**src/rtl/address_unit.sv**
```systemverilog
// Program counter and memory address register for the CPU datapath.
// Jump targets are staged a byte at a time so an untaken jump leaves the PC untouched.
module address_unit #(
    parameter logic [15:0] ORIGIN = 16'h0000
) (
    input  logic        clk,
    input  logic        reset,
    input  logic [7:0]  bus_in,
    input  logic        load_origin,
    input  logic        pc_enable,
    input  logic        load_pc_low_byte,
    input  logic        load_pc_high_byte,
    input  logic        load_mar_pc,
    input  logic        load_mar_addr_low,
    input  logic        load_mar_addr_high,
    output logic [15:0] pc_out,
    output logic [15:0] mar_out,
    output logic        jump_pending,
    output logic        pc_wrapped
);

    logic [15:0] pc;
    logic [15:0] mar;
    logic [7:0]  shadow_lo;
    logic        pending;
    logic        wrapped;

    logic [15:0] pc_next;
    logic [15:0] mar_next;
    logic [7:0]  shadow_next;
    logic        pending_next;
    logic        wrapped_next;
    logic [7:0]  jump_low;

    // Low byte of a committed jump: a same-cycle low load beats the staged byte,
    // and with nothing staged the current PC low byte is kept.
    always_comb begin
        jump_low = pc[7:0];
        if (load_pc_low_byte) begin
            jump_low = bus_in;
        end else if (pending) begin
            jump_low = shadow_lo;
        end
    end

    always_comb begin
        pc_next      = pc;
        shadow_next  = shadow_lo;
        pending_next = pending;
        wrapped_next = wrapped;
        if (load_origin) begin
            pc_next      = ORIGIN;
            pending_next = 1'b0;
        end else if (load_pc_high_byte) begin
            pc_next      = {bus_in, jump_low};
            pending_next = 1'b0;
        end else if (load_pc_low_byte) begin
            shadow_next  = bus_in;
            pending_next = 1'b1;
        end else begin
            // No jump load this cycle: any staged byte is abandoned.
            pending_next = 1'b0;
            if (pc_enable) begin
                pc_next = pc + 16'd1;
                if (pc == 16'hFFFF) begin
                    wrapped_next = 1'b1;
                end
            end
        end
    end

    always_comb begin
        mar_next = mar;
        if (load_mar_pc) begin
            mar_next = pc;
        end else begin
            if (load_mar_addr_low) begin
                mar_next[7:0] = bus_in;
            end
            if (load_mar_addr_high) begin
                mar_next[15:8] = bus_in;
            end
        end
    end

    always_ff @(posedge clk or negedge reset) begin
        if (!reset) begin
            pc        <= '0;
            mar       <= '0;
            shadow_lo <= '0;
            pending   <= 1'b0;
            wrapped   <= 1'b0;
        end else begin
            pc        <= pc_next;
            mar       <= mar_next;
            shadow_lo <= shadow_next;
            pending   <= pending_next;
            wrapped   <= wrapped_next;
        end
    end

    assign pc_out       = pc;
    assign mar_out      = mar;
    assign jump_pending = pending;
    assign pc_wrapped   = wrapped;

endmodule

```
**config.mk**
```make
export PLATFORM = sky130hd
export DESIGN_NAME = address_unit
export DESIGN_NICKNAME = d
export VERILOG_FILES = /design/src/rtl/address_unit.sv
export SDC_FILE = /design/constraint.sdc
export NUM_CORES = 1
export LEC_CHECK = 0
export CORE_MARGIN = 3
export CORE_UTILIZATION = 41
export CTS_BUF_LIST = sky130_fd_sc_hd__clkbuf_8
export DETAILED_ROUTE_END_ITERATION = 10
export PLACE_DENSITY_LB_ADDON = 0.05
export SYNTH_ARGS = -nofsm -noshare
export SYNTH_HDL_FRONTEND = slang
export SYNTH_SLANG_ARGS = --single-unit
```
**constraint.sdc**
```tcl
create_clock -name clk -period 2.7 [get_ports clk]
set_input_delay 0.675 -clock clk [delete_from_list [all_inputs] [get_ports clk]]
set_output_delay 0.675 -clock clk [all_outputs]
set_load 0.005 [all_outputs]
```
### Word level (Yosys, flattened, before mapping)

Cells that the tools add are included.

| word-level totals | value |
|---|---|
| input port bits | 17 |
| register bits | 42 |
| output and inout port bits | 34 |
| logic and storage cells | 33 |

| operators by class | value |
|---|---|
| multiplexer cells | 12 |
| add/sub/neg operators | 1 |
| reduce and logical (&&, ||, !) cells | 7 |
| bitwise gates (word level) | 3 |
| eq/ne operators | 3 |

Operators with widths:

| cell | count |
|---|---|
| two-way mux 16 bit | 5 |
| two-way mux 8 bit | 4 |
| adder 16 x 1 -> 16 bit (second input constant) | 1 |
| equality test 16 bit (second input constant) | 1 |
| AND reduction 3 bit | 2 |
| AND reduction 5 bit | 1 |
| != test 4 x 3 -> 1 bit (second input constant) | 1 |
| nonzero test 2 bit | 2 |
| two-way mux 1 bit | 3 |
| != test 3 x 2 -> 1 bit (second input constant) | 1 |
| inverter 1 bit | 3 |
| nonzero test 3 bit | 1 |
| AND reduction 2 bit | 1 |

### Depth between registers and ports, before layout

| depth | value |
|---|---|
| depth in word-level cells | 5 |
| gate-level depth with buffers | 6 |
| depth with buffers taken out | 5 |

### Least setup slack after synthesis

No wires, ideal clock.

| timing path | value |
|---|---|
| path kind | input to register |
| start | in load_pc_low_byte |
| end | reg pc[14] (netlist: pc_out[14]) |
| library setup time | 99 ps |
| arrival time | 1,895 ps |
| setup slack | 705 ps |
| buffers on the path | 0 |
| stages on the path | 4 |
| data required time | 2,601 ps |
| cells stage by stage | nand3b_2 > or3_4 > or3_1 > a311oi_1 |

| on the way | value |
|---|---|
| longest elaborated chain between the ends | 2 |

RTL lines:

| item | line | RTL |
|---|---|---|
| from (decl) | 11 | `input logic load_pc_low_byte,` |
| != test 3 x 2 -> 1 bit (no line) | - |  |
| AND reduction 2 bit (no line) | - |  |
| to (signal assigned) | 94 | `pc <= pc_next;` |
| to (decl) | 22 | `logic [15:0] pc;` |

No other way between the ends.
A chain may end at the register's enable or synchronous reset.

### Final worst setup path

Same ends and word-level chain as after synthesis.

==> results.py <==
metrics = {
    "run_status": {
        "status": "complete, no violations",
    },
    "clock_network": {
        "max-clock-path-buffers": 2,
        "postCtsSetupBuffers": 0,
        "cts_buffers": 5,
        "clk_latency_ns": 0.29,
        "cts.sinks": 42,
        "htree_levels": 2,
        "post_cts_resized": 0,
        "cts_tree": "done",
        "cts_root_buf": "clkbuf_8",
        "clk_pin_slew_worst_paths_ns": 0.08,
        "cts_hold_buf": 0,
    },
    "setup_path": {
        "r2r_start": "pc_out[0]",
        "critical-path-top-delay-family": "simple AND/OR/NAND/NOR gates",
        "cp.arrival_ns": 2.40,
        "path_class": "primary input to register",
        "cp_cell_sequence": "clkdlybuf4s50_1, nand3b_2, or3_4, or3_1, a311oi_1",
        "startpoint": "load_pc_low_byte",
        "cp_num_cells": 5,
        "slowest_delay_ns": 0.43,
        "end_kind": "register",
        "worst_path_max_delay_cell": "or3_4",
        "path_buf_inv": 1,
        "required_ns": 2.89,
        "critPathMaxFanout": 7,
        "rr_worst_depth": 5,
        "critPathLaunchType": "primary input",
    },
    "drt": {
        "wl_per_cell_um": 16.8,
        "routed_wl_um": 5640,
        "drtAntennaViolNets": 0,
        "viasPerCell": 5.37,
        "num_vias": 1798,
        "drc": 0,
        "drt_first_iter_violations": 73,
        "firstDrtPassIters": 4,
    },
    "global_route": {
        "grt.overflow.total": 0,
        "antenna_found_initial": 0,
        "grt.total_usage_pct": 19.6,
        "grt_pass1_vias": 1783,
        "grt_pass1_wl_um": 9530,
        "grt_max_degree": 23,
    },
    "power": {
        "power.internal_w": 0.00105,
        "leakage_nw": 1.22,
        "seqPwrFrac_pct": 51.7,
        "power_frac_comb_pct": 19.6,
        "vdd_ir_drop_max_mv": 0.317,
        "switching_share_pct": 26.5,
        "p_sw_w": 0.000380,
        "p_per_area_nw_per_um2": 498,
        "pwr-share-clk_pct": 28.8,
    },
    "timing": {
        "max_slew_margin_pct": 61.1,
        "period_minus_slack_ns": 2.21,
        "fin_skew_ns": 0.00766,
        "finalHoldViolCount": 0,
        "maxSlewViolCount": 0,
        "period_share_pct": 81.8,
        "setup_tns_ns": 0,
        "rsz0062_at_grt": "no",
        "setup_ws_ns": 0.492,
        "setup_violations": 0,
        "worst_pin_slew_ns": 0.581,
        "fmax_mhz": 453,
    },
    "synthesis": {
        "synthCells": 216,
        "async_flop_share_pct": 100,
        "yosys_warnings": 0,
        "synth.distinct_cells": 37,
        "synth_edf_count": 0,
        "seq_area_frac_synth_pct": 47.9,
        "syn_area_per_cell_um2": 10.2,
        "yosys_register_bits": 42,
        "synth_area_um2": 2190,
        "synthFlopType": "dfrtp_1",
        "synthesis.nets": 234,
    },
    "finish": {
        "fin_nets": 285,
        "area_growth_pct": 31.3,
        "drive_gt1_share_pct": 12.7,
        "num_antenna_cells": 0,
        "design_area_um2": 2880,
    },
    "min_path": {
        "hp-class": "primary input to asynchronous set/reset pin",
    },
    "floorplan": {
        "die_area_um2": 6260,
        "coreArea_um2": 4940,
        "rows": 25,
        "start_util_pct": 44.4,
        "die-height_um": 79.1,
        "io_pins": 51,
        "fp.dieW_um": 79.1,
    },
    "placement": {
        "placed_cell_area_um2": 2790,
        "pre_cts_slack_ns": 0.197,
        "place_congestion": 0.782,
        "port_buffers": 50,
        "post-dp-hpwl_um": 4160,
    },
    "run": {
        "drv_cap": 0,
    },
}
[flip-flops by register name, indices dropped and copies added (netlist names)]
register / cells
pc_wrapped: 1
shadow_lo: 8
pc_out: 16
jump_pending: 1
mar_out: 16
[worst register-to-register path, cell delays in order, from the launching register on]
cell	delay (ns)
dfrtp_1	0.49
ha_1	0.25
nand3_2	0.18
or3_4	0.43
or3_1	0.35
a311oi_1	0.24
[cell type report]
cell class | count | area (um^2)
Clock buffer | 6 | 82.6
Clock inverter | 2 | 8.76
Fill cell | 474 | 2060
Inverter | 6 | 22.5
Multi-Input combinational cell | 155 | 1070
Sequential cell | 42 | 1050
Tap cell | 67 | 83.8
Timing Repair Buffer | 57 | 561
[per-stage QoR]
step / hold WS, ns / utilization (%) / std cells / total power (W)
2_1_floorplan: 0.379 / - / 216 / 0.000869
3_3_place_gp: 0.488 / 56.4 / 327 / 0.00103
3_5_place_dp: 0.496 / 56.4 / 327 / 0.00104
4_1_cts: 0.229 / 58.3 / 335 / 0.00145
5_1_grt: 0.232 / 58.3 / 335 / 0.00151
6_report: 0.229 / 58.3 / 335 / 0.00143
[power groups by stage]
stage	combinational (W)	sequential, W	clock, W
floorplan	0.000126	0.000744	0
global placement	0.000281	0.000751	0
detailed placement	0.000284	0.000752	0
CTS	0.000285	0.000741	0.000421
global route	0.000310	0.000752	0.000448
finish	0.000280	0.000740	0.000412
[cells by family after synthesis]
logic type	count (synthesis)	synth area share, %
simple gates	64	15.7
compound gates	53	15.3
flops	42	47.9
mux	32	15.2
buf+inv	19	3.31
xor+xnor	5	2.00
fa+ha+maj	1	0.570
[path summary, 6_finish.rpt]
check	slack, ns	endpoint
min reg2reg	0.51	pc_wrapped
min	0.23	mar_out[7]
min in group clk	0.51	pc_wrapped
max	0.49	pc_out[14]
max in group asynchronous	1.95	mar_out[12]
max reg2reg	0.66	pc_out[14]
[per-layer routing]
layer  GRT usage (%)  wire length (um)  share of wire, %  vias up
met2            32.0              2670                47       47
li1                -                 -                 -      891
met5               0                 0                 0        -
met4            4.98                59               1.0        0
met1            26.5              2650                47      854
met3            4.08               255               4.5        6
[cells in the mapped netlist, types with 2 or more instances]
library cell | n | share of area (%)
mux2_2 | 10 | 5.1
nand3_2 | 2 | 0.91
or3_2 | 2 | 0.68
xnor2_1 | 5 | 2.0
nor4_1 | 3 | 0.86
and4_1 | 2 | 0.80
or3_1 | 2 | 0.57
a22o_1 | 8 | 3.2
dfrtp_1 | 42 | 48
nand2_1 | 23 | 3.9
clkbuf_1 | 12 | 2.1
inv_1 | 6 | 1.0
a311oi_1 | 3 | 1.2
mux2i_1 | 22 | 10
o31ai_1 | 3 | 1.0
or4_1 | 3 | 1.0
nand3_1 | 3 | 0.68
nor2_1 | 14 | 2.4
o21ai_0 | 29 | 6.6
a211oi_1 | 5 | 1.7
[placed cells by master, fill, tap and decap left out, types with 2 or more instances in the layout]
master	n
nand3_1	3
o31ai_1	3
inv_1	7
nor2_1	14
mux2_2	10
nand3_2	2
clkdlybuf4s50_1	49
buf_4	6
nand2_1	23
clkbuf_8	6
nor4_1	3
or3_2	2
and4_1	2
mux2i_1	22
a211oi_1	5
or4_1	3
a22o_1	8
or3_1	2
xnor2_1	5
a311oi_1	3
o21ai_0	29
dfrtp_1	42
No activity file was read; power rests on OpenSTA's default activity.
